## config.mk

```make
export PLATFORM = sky130hd
export DESIGN_NAME = bp_me_burst_channel_monitor
export DESIGN_NICKNAME = d
export VERILOG_FILES = /design/src/rtl/bp_me_monitor_pkg.sv /design/src/rtl/bp_me_burst_channel_fsm.sv /design/src/rtl/bp_me_burst_channel_monitor.sv
export SDC_FILE = /design/constraint.sdc
export NUM_CORES = 1
export LEC_CHECK = 0
export ABC_AREA = 1
export CORE_MARGIN = 2
export CORE_UTILIZATION = 60
export CTS_CLUSTER_DIAMETER = 80
export DETAILED_ROUTE_END_ITERATION = 12
export GPL_TIMING_DRIVEN = 0
export HOLD_SLACK_MARGIN = 0.08
export PLACE_DENSITY = 0.93
export SLEW_MARGIN = 20
export SYNTH_ARGS = -nofsm -noshare
export SYNTH_HDL_FRONTEND = slang
export SYNTH_SLANG_ARGS = --single-unit
```

## constraint.sdc

```tcl
create_clock -name clk_i -period 3.1 [get_ports clk_i]
set_input_delay 0.62 -clock clk_i [delete_from_list [all_inputs] [get_ports clk_i]]
set_output_delay 0.62 -clock clk_i [all_outputs]
set_load 0.02 [all_outputs]
```

## src/rtl/bp_me_monitor_pkg.sv

```systemverilog
// Shared types and helpers for the BedRock burst channel monitor.
`timescale 1ns/1ps
package bp_me_monitor_pkg;

    // Per-channel burst tracking state
    typedef enum logic {
        e_mon_idle = 1'b0,
        e_mon_data = 1'b1
    } bp_me_mon_state_e;

    // Bit positions inside each channel's 4-bit error field
    localparam int e_err_early   = 0;
    localparam int e_err_orphan  = 1;
    localparam int e_err_overlap = 2;
    localparam int e_err_stall   = 3;
    localparam int mon_err_width_lp = 4;

    // Number of data beats a header of the given msg_size carries.
    // The size is saturated at the block size; messages narrower than
    // one beat still occupy a single beat. Only shifts are used so the
    // logic stays cheap when the size is a live signal.
    function automatic int unsigned mon_beats_from_size(
        input int unsigned size,
        input int unsigned lg_max_bytes,
        input int unsigned lg_data_bits
    );
        int unsigned lg_bytes;
        int unsigned lg_bits;
        lg_bytes = (size > lg_max_bytes) ? lg_max_bytes : size;
        lg_bits  = lg_bytes + 32'd3;
        if (lg_bits <= lg_data_bits) begin
            return 32'd1;
        end
        return 32'd1 << (lg_bits - lg_data_bits);
    endfunction

endpackage

```

## src/rtl/bp_me_burst_channel_fsm.sv

```systemverilog
// One monitored burst channel: IDLE/DATA tracker, stall watchdog,
// sticky protocol errors and saturating header/beat counters.
`timescale 1ns/1ps
module bp_me_burst_channel_fsm
    import bp_me_monitor_pkg::*;
#(
    parameter int data_width_p  = 64,
    parameter int block_width_p = 512,
    parameter int size_width_p  = 3,
    parameter int timeout_p     = 1024,
    parameter int cnt_width_p   = 32
)
(
    input  logic                        clk_i,
    input  logic                        reset_i,
    input  logic                        clear_i,
    input  logic                        hdr_v_i,
    input  logic                        hdr_ready_i,
    input  logic [size_width_p-1:0]     hdr_size_i,
    input  logic                        hdr_has_data_i,
    input  logic                        data_v_i,
    input  logic                        data_ready_i,
    output logic                        busy_o,
    output logic [mon_err_width_lp-1:0] err_o,
    output logic [cnt_width_p-1:0]      hdr_cnt_o,
    output logic [cnt_width_p-1:0]      beat_cnt_o
);

    localparam int unsigned lg_max_bytes_lp = $clog2(block_width_p / 8);
    localparam int unsigned lg_data_bits_lp = $clog2(data_width_p);
    localparam int beats_width_lp = $clog2(block_width_p / data_width_p) + 1;
    localparam int wd_width_lp    = $clog2(timeout_p + 1);
    localparam logic [wd_width_lp-1:0] wd_max_lp = wd_width_lp'(timeout_p);
    localparam logic [wd_width_lp-1:0] wd_pre_lp = wd_width_lp'(timeout_p - 1);

    bp_me_mon_state_e             state_q, state_d;
    logic [beats_width_lp-1:0]    beats_left_q, beats_left_d;
    logic [wd_width_lp-1:0]       wd_q, wd_d;
    logic [mon_err_width_lp-1:0]  err_q, err_d;
    logic [cnt_width_p-1:0]       hdr_cnt_q, hdr_cnt_d;
    logic [cnt_width_p-1:0]       beat_cnt_q, beat_cnt_d;

    logic                         hs_hdr;
    logic                         hs_data;
    logic                         hdr_burst;
    logic [beats_width_lp-1:0]    exp_beats;
    logic [beats_width_lp-1:0]    load_left;
    bp_me_mon_state_e             load_state;
    logic [mon_err_width_lp-1:0]  err_evt;
    logic                         stall_evt;

    assign hs_hdr    = hdr_v_i & hdr_ready_i;
    assign hs_data   = data_v_i & data_ready_i;
    assign hdr_burst = hs_hdr & hdr_has_data_i;
    assign exp_beats = beats_width_lp'(mon_beats_from_size(32'(hdr_size_i),
                                                           lg_max_bytes_lp,
                                                           lg_data_bits_lp));

    // Burst tracker: opens on a data-carrying header, closes on the last beat
    always_comb begin
        state_d      = state_q;
        beats_left_d = beats_left_q;
        err_evt      = '0;
        // A beat accepted alongside the header is the burst's first beat
        load_left    = hs_data ? (exp_beats - beats_width_lp'(1)) : exp_beats;
        load_state   = (load_left == '0) ? e_mon_idle : e_mon_data;
        case (state_q)
            e_mon_idle: begin
                if (hdr_burst) begin
                    state_d      = load_state;
                    beats_left_d = load_left;
                end else if (hs_data) begin
                    err_evt[e_err_orphan] = 1'b1;
                end
            end
            e_mon_data: begin
                if (hs_hdr) begin
                    err_evt[e_err_overlap] = 1'b1;
                    if (hdr_has_data_i) begin
                        // The cut burst still owed beats: the new one came early
                        err_evt[e_err_early] = (beats_left_q != '0);
                        state_d      = load_state;
                        beats_left_d = load_left;
                    end else begin
                        state_d      = e_mon_idle;
                        beats_left_d = '0;
                    end
                end else if (hs_data) begin
                    beats_left_d = beats_left_q - beats_width_lp'(1);
                    if (beats_left_q == beats_width_lp'(1)) begin
                        state_d = e_mon_idle;
                    end
                end
            end
        endcase
    end

    // Watchdog: counts beat-less cycles of an open burst and saturates at the limit
    always_comb begin
        wd_d      = '0;
        stall_evt = 1'b0;
        if ((state_q == e_mon_data) && (state_d == e_mon_data) && !hs_data) begin
            wd_d      = (wd_q == wd_max_lp) ? wd_q : (wd_q + wd_width_lp'(1));
            stall_evt = (wd_q == wd_pre_lp);
        end
    end

    // Sticky errors (a new event beats clear) and saturating statistics counters
    always_comb begin
        err_d = clear_i ? '0 : err_q;
        err_d = err_d | err_evt;
        if (stall_evt) begin
            err_d[e_err_stall] = 1'b1;
        end
        hdr_cnt_d  = clear_i ? '0 : hdr_cnt_q;
        beat_cnt_d = clear_i ? '0 : beat_cnt_q;
        if (hs_hdr && (hdr_cnt_d != '1)) begin
            hdr_cnt_d = hdr_cnt_d + cnt_width_p'(1);
        end
        if (hs_data && (beat_cnt_d != '1)) begin
            beat_cnt_d = beat_cnt_d + cnt_width_p'(1);
        end
    end

    // State registers with asynchronous active-low reset
    always_ff @(posedge clk_i or negedge reset_i) begin
        if (!reset_i) begin
            state_q      <= e_mon_idle;
            beats_left_q <= '0;
            wd_q         <= '0;
            err_q        <= '0;
            hdr_cnt_q    <= '0;
            beat_cnt_q   <= '0;
        end else begin
            state_q      <= state_d;
            beats_left_q <= beats_left_d;
            wd_q         <= wd_d;
            err_q        <= err_d;
            hdr_cnt_q    <= hdr_cnt_d;
            beat_cnt_q   <= beat_cnt_d;
        end
    end

    assign busy_o     = (state_q == e_mon_data);
    assign err_o      = err_q;
    assign hdr_cnt_o  = hdr_cnt_q;
    assign beat_cnt_o = beat_cnt_q;

endmodule

```

## src/rtl/bp_me_burst_channel_monitor.sv

```systemverilog
// Passive monitor for N BedRock burst channels: per-channel protocol
// trackers plus a request/response outstanding-transaction balance.
`timescale 1ns/1ps
module bp_me_burst_channel_monitor
    import bp_me_monitor_pkg::*;
#(
    parameter int num_ch_p      = 4,
    parameter int data_width_p  = 64,
    parameter int block_width_p = 512,
    parameter int size_width_p  = 3,
    parameter int timeout_p     = 1024,
    parameter int cnt_width_p   = 32,
    parameter int req_ch_p      = 0,
    parameter int resp_ch_p     = 1,
    parameter int max_out_p     = 8
)
(
    input  logic                                 clk_i,
    input  logic                                 reset_i,
    input  logic                                 clear_i,
    input  logic [num_ch_p-1:0]                  hdr_v_i,
    input  logic [num_ch_p-1:0]                  hdr_ready_i,
    input  logic [num_ch_p*size_width_p-1:0]     hdr_size_i,
    input  logic [num_ch_p-1:0]                  hdr_has_data_i,
    input  logic [num_ch_p-1:0]                  data_v_i,
    input  logic [num_ch_p-1:0]                  data_ready_i,
    output logic [num_ch_p-1:0]                  busy_o,
    output logic [num_ch_p*mon_err_width_lp-1:0] err_o,
    output logic [1:0]                           out_err_o,
    output logic [$clog2(max_out_p+1)-1:0]       outstanding_o,
    output logic [num_ch_p*cnt_width_p-1:0]      hdr_cnt_o,
    output logic [num_ch_p*cnt_width_p-1:0]      beat_cnt_o
);

    localparam int out_width_lp = $clog2(max_out_p + 1);
    localparam logic [out_width_lp-1:0] out_max_lp = out_width_lp'(max_out_p);

    // One independent tracker per channel
    for (genvar gi = 0; gi < num_ch_p; gi++) begin : g_ch
        bp_me_burst_channel_fsm #(
            .data_width_p  (data_width_p),
            .block_width_p (block_width_p),
            .size_width_p  (size_width_p),
            .timeout_p     (timeout_p),
            .cnt_width_p   (cnt_width_p)
        ) u_fsm (
            .clk_i          (clk_i),
            .reset_i        (reset_i),
            .clear_i        (clear_i),
            .hdr_v_i        (hdr_v_i[gi]),
            .hdr_ready_i    (hdr_ready_i[gi]),
            .hdr_size_i     (hdr_size_i[gi*size_width_p +: size_width_p]),
            .hdr_has_data_i (hdr_has_data_i[gi]),
            .data_v_i       (data_v_i[gi]),
            .data_ready_i   (data_ready_i[gi]),
            .busy_o         (busy_o[gi]),
            .err_o          (err_o[gi*mon_err_width_lp +: mon_err_width_lp]),
            .hdr_cnt_o      (hdr_cnt_o[gi*cnt_width_p +: cnt_width_p]),
            .beat_cnt_o     (beat_cnt_o[gi*cnt_width_p +: cnt_width_p])
        );
    end

    logic [out_width_lp-1:0] outstanding_q, outstanding_d;
    logic [1:0]              out_err_q, out_err_d;
    logic [1:0]              out_evt;
    logic                    out_inc;
    logic                    out_dec;

    assign out_inc = hdr_v_i[req_ch_p]  & hdr_ready_i[req_ch_p];
    assign out_dec = hdr_v_i[resp_ch_p] & hdr_ready_i[resp_ch_p];

    // Outstanding balance: saturates at both ends and flags the offending edge
    always_comb begin
        outstanding_d = outstanding_q;
        out_evt       = '0;
        if (out_inc && !out_dec) begin
            if (outstanding_q == out_max_lp) begin
                out_evt[1] = 1'b1;
            end else begin
                outstanding_d = outstanding_q + out_width_lp'(1);
            end
        end else if (out_dec && !out_inc) begin
            if (outstanding_q == '0) begin
                out_evt[0] = 1'b1;
            end else begin
                outstanding_d = outstanding_q - out_width_lp'(1);
            end
        end
        out_err_d = (clear_i ? 2'b00 : out_err_q) | out_evt;
    end

    // Outstanding tracker registers with asynchronous active-low reset
    always_ff @(posedge clk_i or negedge reset_i) begin
        if (!reset_i) begin
            outstanding_q <= '0;
            out_err_q     <= '0;
        end else begin
            outstanding_q <= outstanding_d;
            out_err_q     <= out_err_d;
        end
    end

    assign outstanding_o = outstanding_q;
    assign out_err_o     = out_err_q;

endmodule

```

# Yosys cells after proc, flatten, opt, wreduce, memory -nomap -nowiden
# Index checks and enable logic that the tools add are counted.
# op_classes
addsub	30
n_mul	0
div	0
order_cmp	8
n_eq_ne	35
n_shift	4
muxes	146
n_bitwise	21
n_reduce_logical	39
# ops
op	n
32-bit two-way mux	16
32-bit by 1-bit adder with 32-bit output (second input constant)	8
32-bit != test (second input constant)	8
32-bit by 2-bit adder with 32-bit output (second input constant)	4
32-bit by 3-bit <= comparator with 1-bit output (second input constant)	4
4-bit two-way mux	32
1-bit by 32-bit left shift with 4-bit output (first input constant)	4
32-bit by 3-bit subtractor with 32-bit output (second input constant)	4
11-bit two-way mux	8
1-bit two-way mux	77
11-bit by 1-bit adder with 11-bit output (second input constant)	4
11-bit by 10-bit == test with 1-bit output (second input constant)	4
11-bit == test (second input constant)	4
4-bit by 1-bit subtractor with 4-bit output (second input constant)	9
4-bit case mux with 2 select lines	4
4-bit zero test	5
1-bit logical AND	18
4-bit by 1-bit == test with 1-bit output (second input constant)	4
4-bit by 3-bit OR with 4-bit output	4
4-bit nonzero test	4
1-bit AND	12
3-bit > comparator (second input constant)	4
3-bit two-way mux	4
2-bit != test (second input constant)	6
other kinds (12)	32
# word_totals
reg_bits	342
latchBits	0
ram_bits	0
romBits	0
input_bits	35
output_inout_bits	282
n_memories	0

# Longest topological paths before layout
# depth
ltp_word	17
ltp_mapped	20
depth_no_buf	19

# Hierarchy
# A second synthesis with hierarchy kept.
# hier_totals
hier_cells	3659
hier_area_um2	24227.0
# modules_own_cells
module	n_inst	cells_each	area_each_um2	seq_area_each_um2
bp_me_burst_channel_fsm	4	901	5954.5	2102.0
bp_me_burst_channel_monitor	1	55	409.1	150.1

# Worst setup path before layout
# OpenSTA, ideal clock, no wires.
# synth_timing
kind	input to register
from	input clear_i
to	register g_ch[3].u_fsm.beat_cnt_q[14]
arrival_time_ns	2.886
path_slack_ns	0.149
path_stages	17
n_path_buf	7
cell_sequence	buf_6 > buf_6 > buf_8 > buf_12 > buf_6 > buf_2 > nor2_1 > ha_1 > nand4_1 > inv_1 > nand2_1 > nor2_2 > nand2_1 > nand2_4 > buf_6 > nand2_1 > nand2_1
# synth_via
elab_chain_len	4
elab_cells_between_ends	5
classes_between	add/sub: 1; eq/ne: 1; mux: 2; reduce/logical: 1
# synth_rtl
element	line	rtl
start, declared	bp_me_burst_channel_monitor.sv:20	input logic clear_i,
32-bit two-way mux *	bp_me_burst_channel_fsm.sv:116	beat_cnt_d = clear_i ? '0 : beat_cnt_q;
branches (longest 2 deep; another with 32-bit by 1-bit adder with 32-bit output)	-	
32-bit two-way mux *	bp_me_burst_channel_fsm.sv:120	if (hs_data && (beat_cnt_d != '1)) begin
net g_ch[3].u_fsm.beat_cnt_d[14]	bp_me_burst_channel_fsm.sv:41	logic [cnt_width_p-1:0] beat_cnt_q, beat_cnt_d;
end signal, assigned	bp_me_burst_channel_fsm.sv:140	beat_cnt_q <= beat_cnt_d;
end, declared	bp_me_burst_channel_fsm.sv:41	
# Mark *: on every way through the listed nets, which the timed path passes.
# A chain may end at the register's enable or synchronous reset.

# Worst setup path in the final report
# layout_timing
from	input clear_i
to	register out_err_q[0], in the netlist out_err_o[0]
# layout_via
elab_chain_len	2
# layout_rtl
element	line	rtl
2-bit two-way mux	bp_me_burst_channel_monitor.sv:89	out_err_d = (clear_i ? 2'b00 : out_err_q) | out_evt;
2-bit OR	bp_me_burst_channel_monitor.sv:89	
net out_err_d[0]	bp_me_burst_channel_monitor.sv:64	logic [1:0] out_err_q, out_err_d;
end signal, assigned	bp_me_burst_channel_monitor.sv:99	out_err_q <= out_err_d;
end, declared	bp_me_burst_channel_monitor.sv:64	
# The timed path passes the listed nets, and every way through them passes these cells.

==> impl_metrics.json <==
{
  "synth_cells": 3892,
  "hold_class": "reg -> reg",
  "place_congestion": 1.02,
  "fin_area_mm2": 0.0305,
  "yosys_warnings": 0,
  "clk_pin_slew_worst_paths_ns": 0.06,
  "drc": 0,
  "die_area_mm2": 0.0430,
  "grt_remaining_overflow": 0,
  "cts_tree": "done",
  "grt_usage": 0.391,
  "cts_htree_levels": 2,
  "synth_nets": 3968,
  "num-nets-final": 4349,
  "powerDensity_mw_per_mm2": 370,
  "crit_type": "in -> reg",
  "vias_per_cell": 5.48,
  "setup_viol_count_final": 0,
  "p_sw_frac": 0.290,
  "first_global_vias": 25419,
  "clock-root-buffer": "clkbuf_16",
  "clock-sinks": 342,
  "drive_gt1_frac": 0.0827,
  "core_area_mm2": 0.0408,
  "synth-seq-cells": 342,
  "crit_arrival_ns": 3.56,
  "fin_util": 0.746,
  "synthFlopType": "dfrtp_1",
  "synth_edf_count": 0,
  "grt_antenna_before_repair": 0,
  "cts_buffers": 40,
  "slew_violations": 0,
  "max_slew_margin": 0.385,
  "p_seq_frac": 0.422,
  "grt_max_degree": 102,
  "setup_ws_ns": 0.0213,
  "drtIter0Drc": 2546,
  "fin_skew_ns": 0.0205,
  "p_sw_w": 0.00327,
  "die_w_um": 207,
  "p_int_w": 0.00801,
  "comb_power_share": 0.147,
  "place.port_buffers": 316,
  "finalCritPeriodShare": 0.993,
  "dpl_cell_area_mm2": 0.0288,
  "p_clk_frac": 0.431,
  "p_leak_nw": 14.1,
  "seq_area_frac_synth": 0.345,
  "pre_cts_slack_ns": -1.56,
  "postSynthAreaPerCell_um2": 6.38,
  "place_hpwl_um": 63500,
  "required_ns": 3.58,
  "grt_pass1_wl_um": 133000,
  "synth_top_area_frac": 0.345,
  "synth_area_leaders": "dfrtp_1 34%, nand2_1 25%, nor2_1 8.8%",
  "ant_nets": 0,
  "syn_area_mm2": 0.0248,
  "cp-end-kind": "flip-flop",
  "clk_latency_ns": 0.59,
  "yosys.area.top_type": "dfrtp_1",
  "max-vdd-ir-drop_mv": 0.524,
  "layout_min_cycle_time_ns": 3.08,
  "crit_path_max_fanout": 10,
  "outcome": "complete, no violations",
  "initial_utilization": 0.608,
  "clock.fmax_mhz": 325,
  "fp.dieH_um": 207,
  "async_flop_share": 1.00,
  "finalHoldViolCount": 0,
  "worst_setup_path_start_kind": "input pin",
  "synth_cell_types": 42,
  "wirelength_um": 85500,
  "wl_per_cell_um": 17.7,
  "area_growth_pct": 22.6,
  "fp-row-count": 74,
  "ioPinCount": 317,
  "cts_buffer_depth": 3,
  "first_pass_iters": 6,
  "tightestPinTransition_ns": 0.923,
  "num_vias": 26513,
  "drv_cap": 0
}
-- metrics by stage --
step	power (W)	std cells	setup TNS (ns)	hold WS [ns]
3_5_place_dp	0.00644	4743	-225.65	0.472
4_1_cts	0.0113	4821	0	0.487
6_report	0.0113	4838	0	0.485
3_3_place_gp	0.00637	4740	-4808.97	0.467
2_1_floorplan	0.00576	3892	0	0.324
5_1_grt	0.0116	4835	-0.00346	0.516
-- flip-flops by register name, indices dropped and copies added, names as in the netlist --
register / cells
g_ch.u_fsm.beat_cnt_o: 128
g_ch.u_fsm.beats_left_q: 16
g_ch.u_fsm.busy_o: 4
g_ch.u_fsm.err_o: 16
g_ch.u_fsm.hdr_cnt_o: 128
g_ch.u_fsm.wd_q: 44
out_err_o: 2
outstanding_o: 4
-- synth_stat cells (2+ instances only) --
library cell	n
a211oi_1	2
a21oi_1	21
a21oi_2	2
a22oi_1	2
a31oi_1	2
a32o_1	4
buf_1	2
buf_12	2
buf_2	26
buf_4	25
buf_6	24
clkbuf_1	5
dfrtp_1	342
ha_1	40
inv_1	457
inv_2	11
nand2_1	1644
nand2_2	11
nand2_4	2
nand3_1	131
nand3b_1	60
nand4_1	50
nor2_1	583
nor2_2	83
nor2_4	33
nor3_1	73
nor3_2	13
nor4_1	4
o21a_1	2
o21ai_0	41
o21ai_1	13
o22ai_1	4
xnor2_1	41
xor2_1	129
-- what timing repair did --
| item | 4_1_cts | 5_1_grt |
|---|---|---|
| pin swaps | 3 | 7 |
| endpoints found under the hold margin | 25 | 0 |
| hold buffers | 1 | 0 |
| gates resized for setup | 23 | 38 |
| setup buffers | 6 | 14 |
| setup endpoints to repair | 217 | 241 |
| gates cloned | 1 | 0 |
-- metal layers --
layer	share of wire	global-route usage
met1	0.39	0.501
met2	0.44	0.609
met3	0.11	0.0888
met4	0.061	0.226
met5	0	0
-- power by group through the flow --
stage                     Sequential [W]  Combinational (W)  Clock [W]
after floorplan                  0.00489           0.000871          0
after global placement           0.00484            0.00153          0
after detailed placement         0.00484            0.00160          0
after CTS                        0.00476            0.00163    0.00487
after global routing             0.00478            0.00181    0.00502
final                            0.00476            0.00166    0.00486
-- worst max-delay path, cell delays in order --
cell and delay (ns):
clkdlybuf4s50_1 0.47, inv_2 0.13, buf_4 0.24, buf_4 0.29, buf_2 0.40, buf_4 0.36
buf_1 0.73, nand2_1 0.14, o21ai_0 0.15
-- worst paths after layout --
check | startpoint | end | slack (ns) | cells past startpoint
max | clear_i | out_err_o[0] | 0.02 | 9
min | g_ch[3].u_fsm.err_o[3] | g_ch[3].u_fsm.err_o[3] | 0.49 | 2
max reg2reg | g_ch[1].u_fsm.beat_cnt_o[0] | g_ch[1].u_fsm.beat_cnt_o[25] | 0.75 | 14
min reg2reg | g_ch[3].u_fsm.err_o[3] | g_ch[3].u_fsm.err_o[3] | 0.49 | 2
max in group asynchronous | reset_i | g_ch[3].u_fsm.hdr_cnt_o[24] | 1.21 | 4
min in group asynchronous | reset_i | g_ch[1].u_fsm.beat_cnt_o[31] | 0.62 | 2
-- placed cells by master, fill, tap and decap left out, types with 50 or more instances in the layout --
master,count
clkdlybuf4s50_1,315
nand3_1,131
nand2_1,1639
nand3b_1,60
nor2_2,90
nor2_1,568
nor3_1,71
inv_1,456
dfrtp_1,342
xor2_1,129
nand4_1,50
-- logic make-up after synthesis --
logic type	share of synthesized area
AOI/OAI and AO/OA	0.0217
xor gates and xnor gates	0.0600
adders and majority gates	0.0210
buffers and inverters	0.0979
DFF	0.345
muxes	0.000403
and+or+nand+nor	0.454
-- final cells by class --
cell class	instances	area, µm²
Antenna cell	3	7.51
Sequential cell	342	8560
Inverter	469	1760
Clock inverter	15	139
Timing Repair Buffer	341	3440
Buffer	83	693
Fill cell	3292	10400
Clock buffer	57	1180
Multi-Input combinational cell	2996	14000
Tap cell	532	666
(Power assumes the default switching activity.)
